`src/rtl/serial_adder_ctrl.sv`:
```
// serial_adder_ctrl -- bit-serial WIDTH-bit adder sequencer.
//
// A single 1-bit FullAdderCell is reused once per cycle, LSB first. The
// carry between bit positions is kept in a flop, and the result bits are
// assembled MSB-ward in a shift register.
//
// Ports:
//   clk    rising-edge clock
//   rst    synchronous active-high reset
//   start  operation request, accepted when start & ready
//   a, b   WIDTH-bit operands, captured on an accepted start
//   cin    initial carry, captured on an accepted start
//   sub    (SERIAL_ADDER_SUB_EN only) 1 = compute a - b
//   ready  high while idle
//   busy   high while bits are being processed
//   done   one-cycle pulse; sum/cout valid from here until the next start
//   sum    WIDTH-bit result
//   cout   final carry-out (under subtraction: 1 = no borrow)
//
// Optional feature macro: SERIAL_ADDER_SUB_EN adds the sub input.
//
// Parameter WIDTH: operand/result width, legal range 1..64.

module FullAdderCell (
    input  logic a,
    input  logic b,
    input  logic cin,
    output logic sum,
    output logic co
);
    assign sum = a ^ b ^ cin;
    assign co  = (a & b) | (cin & (a ^ b));
endmodule

module serial_adder_ctrl #(
    parameter int unsigned WIDTH = 8
) (
    input  logic             clk,
    input  logic             rst,
    input  logic             start,
    input  logic [WIDTH-1:0] a,
    input  logic [WIDTH-1:0] b,
    input  logic             cin,
`ifdef SERIAL_ADDER_SUB_EN
    input  logic             sub,
`endif
    output logic             ready,
    output logic             busy,
    output logic             done,
    output logic [WIDTH-1:0] sum,
    output logic             cout
);

    // One extra counter bit so the terminal value WIDTH-1 never aliases a wrap.
    localparam int unsigned   CW   = $clog2(WIDTH) + 1;
    localparam logic [CW-1:0] LAST = CW'(WIDTH - 1);

    typedef enum logic [1:0] {
        IDLE,
        RUN,
        DONE
    } state_t;

    state_t           state;
    logic [WIDTH-1:0] op_a;
    logic [WIDTH-1:0] op_b;
    logic             carry;
    logic [CW-1:0]    cnt;

    logic             cell_sum;
    logic             cell_co;
    logic [WIDTH-1:0] sum_shift;
    logic [WIDTH-1:0] b_load;
    logic             c_load;

    FullAdderCell u_fa (
        .a   (op_a[0]),
        .b   (op_b[0]),
        .cin (carry),
        .sum (cell_sum),
        .co  (cell_co)
    );

    // Written as shift-then-insert so that WIDTH=1 needs no empty slice.
    always_comb begin
        sum_shift            = sum >> 1;
        sum_shift[WIDTH-1]   = cell_sum;
    end

    // Subtraction is a + ~b + 1: invert B and force the initial carry.
`ifdef SERIAL_ADDER_SUB_EN
    always_comb begin
        b_load = sub ? ~b : b;
        c_load = sub | cin;
    end
`else
    always_comb begin
        b_load = b;
        c_load = cin;
    end
`endif

    assign ready = (state == IDLE);

    always_ff @(posedge clk) begin
        if (rst) begin
            state <= IDLE;
            op_a  <= '0;
            op_b  <= '0;
            carry <= 1'b0;
            cnt   <= '0;
            sum   <= '0;
            cout  <= 1'b0;
            done  <= 1'b0;
            busy  <= 1'b0;
        end else begin
            case (state)
                IDLE: begin
                    done <= 1'b0;
                    if (start) begin
                        op_a  <= a;
                        op_b  <= b_load;
                        carry <= c_load;
                        cnt   <= '0;
                        sum   <= '0;
                        busy  <= 1'b1;
                        state <= RUN;
                    end
                end
                RUN: begin
                    op_a  <= op_a >> 1;
                    op_b  <= op_b >> 1;
                    sum   <= sum_shift;
                    carry <= cell_co;
                    cnt   <= cnt + CW'(1);
                    if (cnt == LAST) begin
                        cout  <= cell_co;
                        busy  <= 1'b0;
                        done  <= 1'b1;
                        state <= DONE;
                    end
                end
                DONE: begin
                    done  <= 1'b0;
                    state <= IDLE;
                end
                default: begin
                    done  <= 1'b0;
                    busy  <= 1'b0;
                    state <= IDLE;
                end
            endcase
        end
    end

endmodule

```
`config.mk`:
```
export PLATFORM = sky130hd
export DESIGN_NAME = serial_adder_ctrl
export DESIGN_NICKNAME = d
export VERILOG_FILES = /design/src/rtl/serial_adder_ctrl.sv
export SDC_FILE = /design/constraint.sdc
export NUM_CORES = 1
export LEC_CHECK = 0
export CAP_MARGIN = 10
export CORE_MARGIN = 1.5
export CORE_UTILIZATION = 35
export DETAILED_ROUTE_END_ITERATION = 10
export PLACE_DENSITY = 0.55
export SLEW_MARGIN = 10
export SYNTH_ARGS = -nofsm -noshare
export SYNTH_HDL_FRONTEND = slang
export SYNTH_SLANG_ARGS = --single-unit
```
`constraint.sdc`:
```
create_clock -name clk -period 1.41 [get_ports clk]
set_input_delay 0.141 -clock clk [delete_from_list [all_inputs] [get_ports clk]]
set_output_delay 0.141 -clock clk [all_outputs]
set_load 0.01 [all_outputs]
```
==> results of run 1 <==
-- area by class of cell --
class / count / area share
sequential: 34 / 0.325
inverter: 15 / 0.0268
timing repair buffer: 45 / 0.209
tap: 52 / 0.0310
clock buffer: 7 / 0.0363
multi-input combinational: 125 / 0.372
-- sequential cells by signal (all words and copies together), names as in the netlist --
signal	count
op_b	8
busy	1
cnt	4
sum	8
cout	1
carry	1
op_a	8
done	1
state	2
-- where the power goes --
part	total (uW)	switching [uW]	internal, uW
registers	1060	44.3	1010
logic	333	149	185
clock network	676	337	340
-- cells in the mapped netlist, drive strengths merged, types with 2 or more instances --
cell,count
dfxtp,34
nor2,34
a21oi,30
inv,15
o221a,14
buf,11
a22oi,8
clkbuf,6
nand2,5
nand3b,4
nor2b,4
o22a,3
a211oi,2
a31oi,2
nand2b,2
nand3,2
nor3,2
o21bai,2
o22ai,2
-- metal layers --
layer / GRT usage / up-vias / share of wire
met1: 0.203 / 680 / 0.47
met3: 0.0356 / 7 / 0.039
met4: 0.0713 / 0 / 0.017
met2: 0.276 / 27 / 0.48
li1: - / 739 / -
met5: 0 / - / 0
-- per-stage QoR --
step	std cells	util	power, uW
after floorplan	191	-	1270
after global placement	271	0.461	1400
after detailed placement	271	0.461	1410
after CTS	278	0.479	2090
after global routing	278	0.479	2170
final	278	0.479	2070
-- worst min-delay path by stage --
stage                          to  slack, ns  depth (start not counted)
after floorplan           op_a[7]       0.32                          2
after global placement    op_b[7]       0.47                          2
after detailed placement  op_b[7]       0.48                          2
after CTS                 op_a[7]       0.50                          2
after global routing      op_b[7]       0.51                          2
final                        done       0.50                          2
-- what timing repair did --
item	CTS	global route
setup endpoints to repair	1	1
endpoints found under the hold margin	0	0
resized for setup	2	1
-- kinds of logic (layout without fill, tap and decap cells) --
| family | after synthesis | in the layout | share of synthesized area |
|---|---|---|---|
| simple gates | 57 | 57 | 0.169 |
| mux | 1 | 1 | 0.00623 |
| buf+inv | 32 | 67 | 0.0910 |
| fa+ha+maj | 2 | 2 | 0.0202 |
| compound gates | 65 | 65 | 0.290 |
| flops | 34 | 34 | 0.423 |
==> results.md, run 1 <==
- # IOs: 32
- Critical path depth in cells: 1
- Clk slew on worst S/H paths: ~0.060 ns
- Crit path time final: 1.34 ns
- Critical path peak fanout: 3
- Cts bufs inserted: 5
- Crit path cell chain: clkdlybuf4s50_1
- Drt via density: ~5.2
- Vias in the first global route: about 1400
- Largest net degree at the start of global routing: 31
- Routability cong.: ~0.83
- Pleak: roughly 0.00081 uW
- Clock Skews: around 0.011 ns
- Die width: 70.8 um
- Pre-antenna DRT Iters: 4
- CP max stage cell: clkdlybuf4s50_1
- Synth area leaders: dfxtp_1 (42%), o221a_2 (9.8%), a21oi_1 (9.3%), nor2_1 (7.9%), a22oi_1 (3.7%)
- R2R setup slack: roughly 0.14 ns
- Multi-input gate area: 782 um^2
- Final wirelength: a little under 4000 um
- Cell family with most CP delay: buffers and inverters
- Power Density: 984 nW/um^2
- Layout cells sized above 1: 0.168
- #FFs+latches synth: 34
- Crit path to: sum[2]
- Grt ovf: 0
- Worst setup SP type: register
- Vias: approximately 1500
- Yosys top cell area share: 0.423
- DRT antenna net count: 0
- Port-buffer cells: 31
- Final setup fails: 0
- Hold_ws: between 0.4 and 0.5 ns
- Cell Area, Placed: 2020 um^2
- Synth area leader: dfxtp_1
- Max Cap Viol: 0
- Primary FF master, synth: dfxtp_1
- Worst-Margin Slew: between 0.2 and 0.3 ns
- Layout net count: 248
- Unique masters post-synth: 30
- Ys async rst share: 0
- Commonest non-fill, non-tap cell in the layout: nor2_1
- R2R depth: 4
- CTS Root Cell: clkbuf_8
- Fill count: just over 400
- Fin worst setup slack: between 0.06 and 0.07 ns
- # rows: 24
- F_max: roughly 0.75 GHz
- Area growth from synthesis to layout: 30.7%
- ANT cells: 0
- Post-CTS Setup Bufs: 0
- Synthesized area: 1610 um^2
- HPWL Detailed: ~2600 um
- Worst R2R End: op_a[6]
- Crit. End Element: output port
- Worst Min Path Start: done
- Post-synth EDFFs: 0
- Total clock sinks: 34
- Tot GR Track Use: 0.164
- VDD IR max: roughly 0.68 mV
- CP arrival: ~1.2 ns
- CTS Hold Bufs: 0
- RSZ-0062 raised after global routing: false
- CTS tree: done
- Most frequent cells in the layout: nor2_1 (34), dfxtp_1 (33), a21oi_1 (30), clkdlybuf4s50_1 (30), inv_1 (15)
- Worst Path Buf+Inv: 1
- Mapped Cells: between 150 and 200
- Synthesized net count: approximately 210
- Status: completed
- Final instance area: around 2100 um^2
- Endpoints failing hold: 0
- Die ar.: ~5000 um^2
- Worst Path Required: about 1.3 ns
- Max incr delay on CP: between 0.5 and 0.6 ns
- Synthesized area per cell: roughly 8.4 um^2
- Initial antenna violation count: 0
- CP startpoint: sum[2]
- 1st-iter DRT viols: 79
- Critical path class: register to output port
- Reg-to-reg startpoint: state[1]
- Die Y-Extent: 70.8 um
- Synth warnings: 0
- Storage element area: slightly below 700 um^2
- Clk buf depth: 2
- Period Utilization, post-route: 0.952
- DRC Markers: 0
- Register area share after synthesis: 0.423
- Initial Util: 0.367
- First-pass GRT wire length: between 6000 and 7000 um
- Final Max Tran Viols: 0
- Core area: 4380 um^2
- Setup_tns: 0 ns
- HP Class: register to register
- Slew headroom: 0.819
- Routed wire per std cell: between 10 and 15 um
- Post-place setup slack: -0.0586 ns
- H-Tree Depth: 2
- Clock latency on the worst-skew pair: roughly 0.29 ns
(Power assumes the default switching activity.)
==> inputs of run 2 (changes only) <==
--- a/config.mk
+++ b/config.mk
@@ -9,6 +9,7 @@
 export CORE_MARGIN = 1.5
 export CORE_UTILIZATION = 35
 export DETAILED_ROUTE_END_ITERATION = 10
+export MAX_ROUTING_LAYER = met4
 export PLACE_DENSITY = 0.55
 export SLEW_MARGIN = 10
 export SYNTH_ARGS = -nofsm -noshare
==> run 2 against run 1 <==
Against the previous run:
- combinational power barely moved
- sequential share of layout area did not move
- critical path depth did not move
- critical path type unchanged
- largest cell class unchanged
- highest routed layer unchanged
==> results.md, run 2 (synthesis results as in run 1) <==
- CP arrival: 1.20 ns (about the same)
- Pleak: 0.000810 uW (unchanged)
- Die ar.: 5010 um^2 (unchanged)
- CTS tree: done
- Final core utilization: 0.479 (unchanged)
- HPWL Detailed: 2630 um (unchanged)
- CTS Root Cell: clkbuf_8
- Port-buffer cells: 31 (unchanged)
- Area growth from synthesis to layout: 30.7% (unchanged)
- Worst Path Buf+Inv: 1 (unchanged)
- Initial Util: 0.367 (unchanged)
- Tot GR Track Use: 0.169 (+0.00498)
- Placed Cells incl. Taps: 271 (unchanged)
- Initial antenna violation count: 0 (unchanged)
- Pre-antenna DRT Iters: 4 (unchanged)
- Vias: 1454 (+0.069%)
- Clk buf depth: 2 (unchanged)
- Crit path cell chain: clkdlybuf4s50_1
- Core area: 4380 um^2 (unchanged)
- Non-Filler Instances: 278 (unchanged)
- Biggest regs: op_a: 8 flops, op_b: 8 flops, sum: 8 flops
- Final setup fails: 0 (unchanged)
- Final Max Tran Viols: 0 (unchanged)
- Fill count: 410 (unchanged)
- Layout net count: 248 (unchanged)
- Layout cells sized above 1: 0.168 (unchanged)
- Critical path peak fanout: 3 (unchanged)
- Routability cong.: 0.839 (+1.5%)
- RSZ-0062 raised after global routing: false
- Status: completed
- Cell family with most CP delay: buffers and inverters
- Most frequent cells in the layout: nor2_1 (34), dfxtp_1 (33), a21oi_1 (30), clkdlybuf4s50_1 (30), inv_1 (15)
- # rows: 24 (unchanged)
- Max Cap Viol: 0 (unchanged)
- Critical path class: register to output port
- Total clock sinks: 34 (unchanged)
- Slew headroom: 0.819 (unchanged)
- Worst-Margin Slew: 0.270 ns (unchanged)
- Clock Skews: 0.0107 ns (+0.00000620 ns)
- Commonest non-fill, non-tap cell in the layout: nor2_1
- Crit path time final: 1.34 ns (-0.000269 ns)
- Post-CTS Setup Bufs: 0 (unchanged)
- Cts bufs inserted: 5 (unchanged)
- 1st-iter DRT viols: 81 (+2.5%)
- CTS Hold Bufs: 0 (unchanged)
- VDD IR max: 0.676 mV (unchanged)
- Clock latency on the worst-skew pair: 0.29 ns (about the same)
- DRT antenna net count: 0 (unchanged)
- Worst setup SP type: register
- ANT cells: 0 (unchanged)
- Endpoints failing hold: 0 (unchanged)
- Worst Path Required: 1.27 ns (about the same)
- HP Class: register to register
- F_max: 0.745 GHz (about the same)
- Crit. End Element: output port
- Die Y-Extent: 70.8 um (unchanged)
- Power Density: 984 nW/um^2 (about the same)
- Die width: 70.8 um (unchanged)
- Clk slew on worst S/H paths: 0.06 ns (about the same)
- Final wirelength: 3860 um (about the same)
- CP max stage cell: clkdlybuf4s50_1
- DRC Markers: 0 (unchanged)
- Largest net degree at the start of global routing: 31 (unchanged)
- Routed wire per std cell: 13.9 um (about the same)
- # IOs: 32 (unchanged)
- Drt via density: 5.23 (about the same)
- Vias in the first global route: 1441 (+0.14%)
- First-pass GRT wire length: 6580 um (unchanged)
- H-Tree Depth: 2 (unchanged)
- Period Utilization, post-route: 0.952 (about the same)
- Grt ovf: 0 (unchanged)
- Max incr delay on CP: 0.55 ns (about the same)
==> run 2: cell counts in the layout (fill, tap and decap cells not counted) <==
No cell type changed its count.
==> run 2: where the power goes <==
group | internal, uW | switching, uW
combinational | 185 | 149
clock | 340 | 337
sequential | 1010 | 44.3
==> run 2: final cells by class <==
class,instances,area (um^2),share of cell area
Clock buffer,7,76.3,0.0363
Inverter,15,56.3,0.0268
Multi-Input combinational cell,125,782,0.372
Sequential cell,34,682,0.325
Tap cell,52,65.1,0.0310
Timing Repair Buffer,45,439,0.209
==> run 2: per-layer routing <==
layer / routed length [um] / GRT usage
met3: 151 / 0.0356
met5: 0 / -
met1: 1800 / 0.205
met2: 1840 / 0.274
met4: 64 / 0.0713
==> run 2: path summary, 6_finish.rpt <==
kind / start / to / slack, ns / cells past startpoint
setup / recovery: sum[2] / sum[2] / 0.07 / 1
hold / removal: done / done / 0.50 / 2
setup reg to reg: state[1] / op_a[6] / 0.14 / 4
hold reg to reg: done / done / 0.50 / 2
==> run 2: per-stage QoR <==
step                worst slack, ns  TNS [ns]  area (um^2)  hold slack, ns  power (uW)
floorplan                     0.213         0         1610           0.325        1270
global placement            -0.0212   -0.0375         2020           0.467        1400
detailed placement          -0.0586    -0.237         2020           0.485        1410
CTS                          0.0490         0         2100           0.500        2090
global route                 0.0145         0         2100           0.510        2180
finish                       0.0683         0         2100           0.496        2070
==> run 2: what timing repair did <==
action / CTS / global route
resized for setup: 2 / 1
endpoints found under the hold margin: 0 / 0
endpoints found under the setup margin: 1 / 1
gates cloned: 0 / 0
